**config.mk**
```make
export PLATFORM = sky130hd
export DESIGN_NAME = sdram_port_arbiter
export DESIGN_NICKNAME = d
export VERILOG_FILES = /design/src/rtl/sdram_arb_pkg.sv /design/src/rtl/sdram_arb_beat_ctr.sv /design/src/rtl/sdram_port_arbiter.sv
export SDC_FILE = /design/constraint.sdc
export NUM_CORES = 1
export LEC_CHECK = 0
export BUFFER_PORTS_ARGS = -buffer_cell sky130_fd_sc_hd__buf_4
export CAP_MARGIN = 30
export CORE_MARGIN = 2
export CORE_UTILIZATION = 30
export CTS_BUF_LIST = sky130_fd_sc_hd__clkbuf_4 sky130_fd_sc_hd__clkbuf_8
export CTS_CLUSTER_SIZE = 28
export DETAILED_ROUTE_END_ITERATION = 6
export HOLD_SLACK_MARGIN = 0.02
export PLACE_DENSITY = 0.64
export SYNTH_ARGS = -nofsm -noshare
export SYNTH_HDL_FRONTEND = slang
export SYNTH_SLANG_ARGS = --single-unit
```
**constraint.sdc**
```tcl
create_clock -name cpu_clk -period 1.7 [get_ports cpu_clk]
set_input_delay 0.34 -clock cpu_clk [delete_from_list [all_inputs] [get_ports cpu_clk]]
set_output_delay 0.34 -clock cpu_clk [all_outputs]
set_load 0.01 [all_outputs]
```
**src/rtl/sdram_arb_pkg.sv**
```systemverilog
// sdram_arb_pkg
//   Shared types and constants for the SDRAM port arbiter.
//   arb_state_t : arbiter FSM states (idle / transaction in flight / one-cycle gap)
//   arb_owner_t : which requester currently owns the SDRAM port
//   DATA_LEN    : beat count of a data-port transaction
package sdram_arb_pkg;

    typedef enum logic [1:0] {ARB_IDLE, ARB_BUSY, ARB_DONE} arb_state_t;
    typedef enum logic [1:0] {OWN_NONE, OWN_I, OWN_D} arb_owner_t;

    localparam logic [4:0] DATA_LEN = 5'd1;

endpackage

```
**src/rtl/sdram_arb_beat_ctr.sv**
```systemverilog
// sdram_arb_beat_ctr
//   Beat counter and no-progress watchdog for one arbiter transaction.
//   cpu_clk, reset_n : clock, async active-low reset
//   clear_i          : start of a transaction (grant cycle); zeroes both counters
//   active_i         : transaction in flight; watchdog only advances while set
//   ack_i            : a beat completed (already qualified by the caller)
//   len_i            : beats in the current transaction
//   last_beat_o      : current beat is the final one of the transaction
//   expired_o        : watchdog hit its limit this cycle with no beat arriving
module sdram_arb_beat_ctr #(
    parameter int TIMEOUT_CYC = 1024
) (
    input  logic       cpu_clk,
    input  logic       reset_n,
    input  logic       clear_i,
    input  logic       active_i,
    input  logic       ack_i,
    input  logic [4:0] len_i,
    output logic       last_beat_o,
    output logic       expired_o
);

    localparam int TW = (TIMEOUT_CYC > 1) ? $clog2(TIMEOUT_CYC) : 1;
    localparam logic [TW-1:0] TMO_LAST = TW'(TIMEOUT_CYC - 1);

    logic [4:0]    beat_q, beat_d;
    logic [TW-1:0] tmo_q,  tmo_d;

    assign last_beat_o = (beat_q == len_i - 5'd1);
    // A beat landing on the limit cycle still counts as progress, so it wins.
    assign expired_o   = active_i && !ack_i && (tmo_q == TMO_LAST);

    always_comb begin
        beat_d = beat_q;
        tmo_d  = tmo_q;
        if (clear_i) begin
            beat_d = '0;
            tmo_d  = '0;
        end else if (ack_i) begin
            beat_d = beat_q + 5'd1;
            tmo_d  = '0;
        end else if (active_i && !expired_o) begin
            tmo_d  = tmo_q + 1'b1;
        end
    end

    always_ff @(posedge cpu_clk or negedge reset_n) begin
        if (!reset_n) begin
            beat_q <= '0;
            tmo_q  <= '0;
        end else begin
            beat_q <= beat_d;
            tmo_q  <= tmo_d;
        end
    end

endmodule

```
**src/rtl/sdram_port_arbiter.sv**
```systemverilog
// sdram_port_arbiter
//   Shares one SDRAM read/write port between i-cache line fills (LINE_WORDS
//   beat bursts) and the single-word data port.
//   i_req/i_addr -> i_gnt/i_ack       : i-cache fill side
//   d_req/d_we/d_addr/d_wdata/d_be -> d_gnt/d_ack : load/store side
//   rdata                             : mem_rdata passthrough, valid with an ack
//   mem_req/we/addr/wdata/be/len      : registered command to the SDRAM controller
//   mem_rdata/mem_ack                 : per-beat response from the controller
//   timeout                           : sticky watchdog error, cleared by reset only
module sdram_port_arbiter
    import sdram_arb_pkg::*;
#(
    parameter int ADDR_W       = 21,
    parameter int LINE_WORDS   = 16,
    parameter int MAX_D_STREAK = 4,
    parameter int TIMEOUT_CYC  = 1024
) (
    input  logic              cpu_clk,
    input  logic              reset_n,
    input  logic              i_req,
    input  logic [ADDR_W-1:0] i_addr,
    output logic              i_gnt,
    output logic              i_ack,
    input  logic              d_req,
    input  logic              d_we,
    input  logic [ADDR_W-1:0] d_addr,
    input  logic [31:0]       d_wdata,
    input  logic [3:0]        d_be,
    output logic              d_gnt,
    output logic              d_ack,
    output logic [31:0]       rdata,
    output logic              mem_req,
    output logic              mem_we,
    output logic [ADDR_W-1:0] mem_addr,
    output logic [31:0]       mem_wdata,
    output logic [3:0]        mem_be,
    output logic [4:0]        mem_len,
    input  logic [31:0]       mem_rdata,
    input  logic              mem_ack,
    output logic              timeout
);

    localparam int SW = $clog2(MAX_D_STREAK + 1);
    localparam logic [SW-1:0]     STREAK_MAX = SW'(MAX_D_STREAK);
    localparam logic [ADDR_W-1:0] LINE_MASK  = ~ADDR_W'(LINE_WORDS - 1);
    localparam logic [4:0]        LINE_LEN   = 5'(LINE_WORDS);

    arb_state_t        state_q, state_d;
    arb_owner_t        owner_q, owner_d;
    logic [SW-1:0]     streak_q, streak_d;
    logic              timeout_q, timeout_d;
    logic              mem_we_q, mem_we_d;
    logic [ADDR_W-1:0] mem_addr_q, mem_addr_d;
    logic [31:0]       mem_wdata_q, mem_wdata_d;
    logic [3:0]        mem_be_q, mem_be_d;
    logic [4:0]        mem_len_q, mem_len_d;

    logic busy, grant_i, grant_d, beat_ack, last_beat, expired;

    assign busy     = (state_q == ARB_BUSY);
    // Data wins ties until it has taken MAX_D_STREAK grants past a waiting fill.
    assign grant_i  = (state_q == ARB_IDLE) && i_req && (!d_req || streak_q == STREAK_MAX);
    assign grant_d  = (state_q == ARB_IDLE) && d_req && !grant_i;
    // Acks outside BUSY (stray or post-timeout) are never routed.
    assign beat_ack = busy && mem_ack;

    sdram_arb_beat_ctr #(
        .TIMEOUT_CYC (TIMEOUT_CYC)
    ) u_beat_ctr (
        .cpu_clk     (cpu_clk),
        .reset_n     (reset_n),
        .clear_i     (grant_i || grant_d),
        .active_i    (busy),
        .ack_i       (beat_ack),
        .len_i       (mem_len_q),
        .last_beat_o (last_beat),
        .expired_o   (expired)
    );

    always_comb begin
        state_d     = state_q;
        owner_d     = owner_q;
        timeout_d   = timeout_q;
        mem_we_d    = mem_we_q;
        mem_addr_d  = mem_addr_q;
        mem_wdata_d = mem_wdata_q;
        mem_be_d    = mem_be_q;
        mem_len_d   = mem_len_q;
        unique case (state_q)
            ARB_IDLE: begin
                if (grant_i) begin
                    state_d     = ARB_BUSY;
                    owner_d     = OWN_I;
                    mem_we_d    = 1'b0;
                    mem_addr_d  = i_addr & LINE_MASK;
                    mem_wdata_d = '0;
                    mem_be_d    = '0;
                    mem_len_d   = LINE_LEN;
                end else if (grant_d) begin
                    state_d     = ARB_BUSY;
                    owner_d     = OWN_D;
                    mem_we_d    = d_we;
                    mem_addr_d  = d_addr;
                    mem_wdata_d = d_wdata;
                    mem_be_d    = d_be;
                    mem_len_d   = DATA_LEN;
                end
            end
            ARB_BUSY: begin
                if (expired) begin
                    state_d   = ARB_DONE;
                    timeout_d = 1'b1;
                end else if (beat_ack && last_beat) begin
                    state_d   = ARB_DONE;
                end
            end
            ARB_DONE: state_d = ARB_IDLE;
            default:  state_d = ARB_IDLE;
        endcase
    end

    always_comb begin
        streak_d = streak_q;
        if (!i_req || grant_i)
            streak_d = '0;
        else if (grant_d && streak_q != STREAK_MAX)
            streak_d = streak_q + 1'b1;
    end

    always_ff @(posedge cpu_clk or negedge reset_n) begin
        if (!reset_n) begin
            state_q     <= ARB_IDLE;
            owner_q     <= OWN_NONE;
            streak_q    <= '0;
            timeout_q   <= 1'b0;
            mem_we_q    <= 1'b0;
            mem_addr_q  <= '0;
            mem_wdata_q <= '0;
            mem_be_q    <= '0;
            mem_len_q   <= '0;
        end else begin
            state_q     <= state_d;
            owner_q     <= owner_d;
            streak_q    <= streak_d;
            timeout_q   <= timeout_d;
            mem_we_q    <= mem_we_d;
            mem_addr_q  <= mem_addr_d;
            mem_wdata_q <= mem_wdata_d;
            mem_be_q    <= mem_be_d;
            mem_len_q   <= mem_len_d;
        end
    end

    assign mem_req   = busy;
    assign i_gnt     = busy && (owner_q == OWN_I);
    assign d_gnt     = busy && (owner_q == OWN_D);
    assign i_ack     = beat_ack && (owner_q == OWN_I);
    assign d_ack     = beat_ack && (owner_q == OWN_D);
    assign rdata     = mem_rdata;
    assign mem_we    = mem_we_q;
    assign mem_addr  = mem_addr_q;
    assign mem_wdata = mem_wdata_q;
    assign mem_be    = mem_be_q;
    assign mem_len   = mem_len_q;
    assign timeout   = timeout_q;

endmodule

```
==> reports/summary.txt, run 1 <==
status - completed
gr busiest metal - met2
vias in the first global route - 3,382
Port Buffers - 145
CORE AREA - 12,700 um2
most frequent cells after synthesis - 93 x nand2_1, 81 x dfrtp_1, 53 x o21ai_0
Worst Clk Skew - 8.17 ps
initial core utilization - 0.309
Die ar. - 14,000 um2
Post-Syn Area - 3920 um2
Global Route Usage Sum - 0.145
largest net degree at the start of global routing - 82
critical path class - flop to flop
CTS max path bufs - 2
Post-synth ARST share - 1.00
Yosys cell types - 43
Final ANT Viol Nets - 0
Worst-path clk slew - 80 ps
register area - 2030 um2
via count - 3,415
Pins Over Slew Limit - 0
drt total wl - 10,800 um
Critical Path End Type - flop
Hold Worst Slack - 178 ps
area occupied by multi-input gates - 1580 um2
layout cell share with drive strength beyond 1 - 0.398
dpl ws - -25.5 ps
sequential power share - 0.349
crit share post-route - 0.996
Critical Path AT - 1950 ps
MaxCap Viol Count - 0
met2 usage - 0.231
Power Density - 1630 nW/um2
Comb pwr share - 0.482
Hold WC Path Type - input port to flop
Worst Min Path Start - d_addr[5]
nets@finish - 667
FILL cells - 1,228
Seq/Total Area, Yosys - 0.518
DIE WIDTH - 118 um
Synth Instances - 409
R2R setup slack - 7 ps
most frequent cell after synthesis - nand2_1
crit path max fanout - 8
Overall Power - 0.00910 W
EDFF count, synth - 0
final hold vios - 0
Sum Neg Setup Slack - 0 ps
total gr overflow - 0
WHS Endpoint - mem_addr[5]
Period minus WS final - 1690 ps
GPL Wtd Cong - 0.751
leading area contributor after synthesis - dfrtp_1
initial antenna violation count - 0
RSZ-0062 raised after global routing - true
P&R area growth vs syn - 42.3%
Syn Area/Cell - 9.57 um2
Row Count - 41
fmax - 590 MHz
worst skew pair latency - 360 ps
Leakage - 2.74 nW
M1 GR Usage - 0.175
final worst slack - 6.52 ps
DRC Markers - 0
RR Endpoint - mem_addr[20]
Die Span Y - 118 um
Net Sw Power - 0.00334 W
#FFs+latches synth - 81
Startpoint Class - flop
top post-synthesis cells by area - dfrtp_1 52%, nand2_1 8.9%, o21ai_0 6.8%, buf_4 6.7%, a22o_1 2.9%
Root Driver - clkbuf_8
worst r2r src - streak_q[0]
final core occ - 0.440
num ports - 217
post-synth top area share - 0.518
global-route wire length before repair - 16,500 um
Post-synth top flop - dfrtp_1
FF-to-FF path depth - 7
DPL Wire Length - 6780 um
met3 Use GR - 0.0487
switching fraction of total power - 0.367
Final setup viols - 0
1st-iter DRT viols - 133
Sink Count - 81
YS warnings - 0
Via density - 4.73
routed length per instance - 15.0 um
clock network fraction of total power - 0.169
Power Internal - 0.00576 W
CTS tree - done
total CTS buffers - 9
First-pass DRT Iterations - 4
Hold Crit Depth - 2
diodes inserted - 0
H-tree lvl count - 3
Peak VDD IR - 0.672 mV
WP data required - 1950 ps
## power by group through the flow
stage	Combinational, W	Sequential (W)	Clock (W)
5_1_grt	0.00481	0.00327	0.00169
3_3_place_gp	0.00385	0.00318	0
4_1_cts	0.00407	0.00317	0.00159
2_1_floorplan	0.00179	0.00346	0
6_report	0.00439	0.00318	0.00153
3_5_place_dp	0.00394	0.00320	0
## layer usage
layer  share of wire  vias to the layer above
li1                -                     1617
met1            0.43                     1647
met2            0.48                      130
met3           0.067                       21
met4           0.020                        0
met5               0                        -
## registers in the layout, indices dropped and copies added, names as in the netlist
name               flops
mem_addr              21
mem_be                 4
mem_len                1
mem_wdata             32
mem_we                 1
owner_q                1
state_q                2
streak_q               3
timeout                1
u_beat_ctr.beat_q      5
u_beat_ctr.tmo_q      10
## final cells by class
cell class,count,share of cell area
clock inverter,7,0.0153
timing repair buffer,181,0.272
inverter,5,0.00404
sequential,81,0.364
tap,172,0.0386
clock buffer,9,0.0222
multi-input combinational,267,0.283
## logic make-up after synthesis
group,Yosys count,share of synthesized area
AOI/OAI and AO/OA,100,0.157
xor gates and xnor gates,5,0.0112
adders and majority gates,6,0.0192
buffers and inverters,63,0.104
DFF,81,0.518
muxes,9,0.0237
other,1,0.000958
and+or+nand+nor,144,0.167
## worst max-delay path, cell delays in order, from the launching register on
cell       delay (ps)
dfrtp_1           380
inv_2              50
ha_2              190
a21bo_1           200
and3_4            240
clkbuf_16         170
a22o_1            200
a21o_1            150
## worst max path at each step
stage,depth (start not counted),slack (ps),startpoint,to
finish,7,7,streak_q[0],mem_addr[20]
global route,7,-70,streak_q[1],mem_addr[14]
CTS,4,-5,state_q[0],i_ack
detailed placement,7,-30,streak_q[0],mem_addr[17]
global placement,7,30,streak_q[0],mem_addr[16]
floorplan,8,40,streak_q[0],mem_addr[13]
## cells in the final DEF (no fill, tap or decap), drive strengths merged, types with 2 or more instances in the layout
cell | synthesis | final
and3 | 5 | 5
mux2i | 7 | 7
nor4 | 2 | 2
nor2 | 13 | 13
nor2b | 2 | 2
or3 | 4 | 4
nand3 | 3 | 3
mux2 | 2 | 2
a311oi | 2 | 2
nand2 | 93 | 93
a21boi | 3 | 3
nor3 | 7 | 7
a21o | 14 | 14
xnor2 | 2 | 2
clkinv | 0 | 5
a22o | 13 | 13
ha | 6 | 6
inv | 5 | 4
clkbuf | 11 | 13
buf | 47 | 176
nand4 | 6 | 6
nand4b | 3 | 3
a21oi | 9 | 9
conb | 1 | 3
dfrtp | 81 | 81
bufinv | 0 | 2
o21ai | 54 | 54
xor2 | 3 | 3
and2 | 2 | 2
## stage by stage
| step | std cells | area [um2] |
|---|---|---|
| after floorplan | 411 | 3920 |
| after global placement | 686 | 5020 |
| after detailed placement | 686 | 5020 |
| after CTS | 708 | 5310 |
| after global routing | 722 | 5570 |
| final | 722 | 5570 |
## timing repair
action | CTS | global route
pin swaps | 0 | 13
hold endpoints to repair | 72 | 0
hold buffers | 1 | 0
setup endpoints to repair | 9 | 64
resized for setup | 5 | 27
cloned | 0 | 4
buffers inserted | 6 | 10
No activity file was read; power rests on OpenSTA's default activity.
==> inputs of run 2 (changes only) <==
--- a/config.mk
+++ b/config.mk
@@ -8,12 +8,12 @@
 export BUFFER_PORTS_ARGS = -buffer_cell sky130_fd_sc_hd__buf_4
 export CAP_MARGIN = 30
 export CORE_MARGIN = 2
-export CORE_UTILIZATION = 30
+export CORE_UTILIZATION = 42
 export CTS_BUF_LIST = sky130_fd_sc_hd__clkbuf_4 sky130_fd_sc_hd__clkbuf_8
 export CTS_CLUSTER_SIZE = 28
 export DETAILED_ROUTE_END_ITERATION = 6
 export HOLD_SLACK_MARGIN = 0.02
-export PLACE_DENSITY = 0.64
+export PLACE_DENSITY = 0.83
 export SYNTH_ARGS = -nofsm -noshare
 export SYNTH_HDL_FRONTEND = slang
 export SYNTH_SLANG_ARGS = --single-unit
==> reports/summary.txt, run 2 (synthesis gave the netlist of run 1 again) <==
initial core utilization - 0.428 (was 0.309)
initial antenna violation count - 0 (unchanged)
global-route wire length before repair - 15,500 um (was 16,500 um)
post-route cell area - 5580 um2 (was 5570 um2)
final worst slack - 19.2 ps (was 6.52 ps)
CORE AREA - 9150 um2 (was 12,700 um2)
Leakage - 2.78 nW (was 2.74 nW)
drt total wl - 10,600 um (was 10,800 um)
CP Capture Point - u_beat_ctr.tmo_q[4] (was mem_addr[20])
Power Internal - 0.00600 W (was 0.00576 W)
Port Buffers - 145 (unchanged)
Top Metal Used - met4 (unchanged)
crit share post-route - 0.989 (was 0.996)
routed length per instance - 16.0 um (was 15.0 um)
P&R area growth vs syn - 42.6% (was 42.3%)
worst r2r src - u_beat_ctr.tmo_q[4] (was streak_q[0])
DIE WIDTH - 101 um (was 118 um)
CTS tree - done (unchanged)
Die Span Y - 101 um (was 118 um)
Hold WC Path Type - input port to flop (unchanged)
crit path max fanout - 6 (was 8)
Die ar. - 10,100 um2 (was 14,000 um2)
Row Count - 35 (was 41)
vias in the first global route - 3,491 (was 3,382)
max reg flops - 32 (unchanged)
DPL Wire Length - 6850 um (was 6780 um)
Net Sw Power - 0.00338 W (was 0.00334 W)
final core occ - 0.610 (was 0.440)
FF-to-FF path depth - 5 (was 7)
worst skew pair latency - 350 ps (was 360 ps)
Detail Route met2 WL - 5350 um (was 5210 um)
MaxCap Viol Count - 0 (unchanged)
Global Route Usage Sum - 0.191 (was 0.145)
crit path launch - u_beat_ctr.tmo_q[4] (was streak_q[0])
nets@finish - 673 (was 667)
Startpoint Class - flop (unchanged)
dpl ws - -31.3 ps (was -25.5 ps)
Power Density - 1680 nW/um2 (was 1630 nW/um2)
Worst Clk Skew - 14.3 ps (was 8.17 ps)
Root Driver - clkbuf_8 (unchanged)
Sink Count - 81 (unchanged)
commonest non-fill, non-tap cell in the layout - buf_4 (unchanged)
Comb pwr share - 0.477 (was 0.482)
fmax - 595 MHz (was 590 MHz)
final hold vios - 0 (unchanged)
clock network fraction of total power - 0.186 (was 0.169)
Via density - 5.17 (was 4.73)
Period minus WS final - 1680 ps (was 1690 ps)
Critical Path End Type - flop (unchanged)
switching fraction of total power - 0.360 (was 0.367)
total CTS buffers - 9 (unchanged)
GPL Wtd Cong - 0.844 (was 0.751)
1st-iter DRT viols - 127 (was 133)
H-tree lvl count - 3 (unchanged)
Routed met1 length - 4410 um (was 4640 um)
Area after DPL - 4940 um2 (was 5020 um2)
Critical Path AT - 1900 ps (was 1950 ps)
Final ANT Viol Nets - 0 (unchanged)
placed cells - 626 (was 686)
DRC Markers - 0 (unchanged)
met3 WL - 719 um (was 723 um)
Peak VDD IR - 0.746 mV (was 0.672 mV)
Final setup viols - 0 (unchanged)
num ports - 217 (unchanged)
Pins Over Slew Limit - 0 (unchanged)
largest net degree at the start of global routing - 49 (was 82)
WP data required - 1920 ps (was 1950 ps)
R2R setup slack - 20 ps (was 7 ps)
critical path class - flop to flop (unchanged)
sequential power share - 0.337 (was 0.349)
status - completed (unchanged)
via count - 3,449 (was 3,415)
RR Endpoint - u_beat_ctr.tmo_q[4] (was mem_addr[20])
final instance count without filler cells - 667 (was 722)
total gr overflow - 0 (unchanged)
Worst-path clk slew - 90 ps (was 80 ps)
First-pass DRT Iterations - 5 (was 4)
layout cell share with drive strength beyond 1 - 0.406 (was 0.398)
CTS max path bufs - 2 (unchanged)
diodes inserted - 0 (unchanged)
most frequent cells in the layout - 171 x buf_4, 93 x nand2_1, 79 x dfrtp_1 (was 165 x buf_4, 93 x nand2_1, 79 x dfrtp_1)
## run 2: changes by cell type in the layout (fill, tap and decap cells not counted), moves of 2 or more
| cell | change |
|---|---|
| buf_4 | +6 |
| clkinv_2 | -5 |
| o21ai_0 | -4 |
| o21ai_1 | +2 |
| o21ai_2 | +2 |
## run 2: worst min path at each step
stage,from,to,slack [ps],depth (start not counted)
2_1_floorplan,reset_n,mem_addr[0],40,0
3_3_place_gp,reset_n,mem_wdata[30],310,1
4_1_cts,d_addr[9],mem_addr[9],170,2
3_5_place_dp,reset_n,mem_addr[3],330,1
6_report,d_addr[12],mem_addr[12],190,2
5_1_grt,d_addr[12],mem_addr[12],170,2
## run 2: power groups by stage
stage               combinational [W]  clock [W]  sequential, W
floorplan                     0.00179          0        0.00346
global placement              0.00377          0        0.00316
detailed placement            0.00389          0        0.00321
CTS                           0.00407    0.00177        0.00316
global route                  0.00491    0.00188        0.00325
finish                        0.00447    0.00175        0.00316
## run 2: per-stage QoR
stage / power, W / setup TNS [ps] / hold slack, ps
detailed placement: 0.00711 / -82.7 / 325
floorplan: 0.00525 / 0 / 44.4
global route: 0.0100 / -154 / 170
finish: 0.00938 / 0 / 186
CTS: 0.00901 / -28.9 / 175
global placement: 0.00693 / 0 / 312
## run 2: metal layers
layer	vias up	GRT usage
met1	1661	0.217
li1	1639	-
met5	-	0
met2	136	0.338
met4	0	0.0738
met3	13	0.0583
## run 2: area by class of cell
type                    count  area, um2
clock buffers              10        138
clock inverters             6        114
fillers                   742       3570
inverters                   5       21.3
multi-input cells         268       1590
flip-flops and latches     81       2030
well taps                 111        139
repair buffers            186       1550
## run 2: what timing repair did
action                     4_1_cts  5_1_grt
resized for setup                6       33
setup endpoints to repair        9       67
pin swaps                        0        4
setup buffers                    6       14
gates cloned                     0        5
hold endpoints to repair        32        0
hold buffers                     1        0
## run 2: worst max-delay path: stages (launching register included)
cell and delay (ps):
dfrtp_1 450, nand3_1 270, buf_4 240, nor3_1 340, or3_1 200, a21oi_1 70
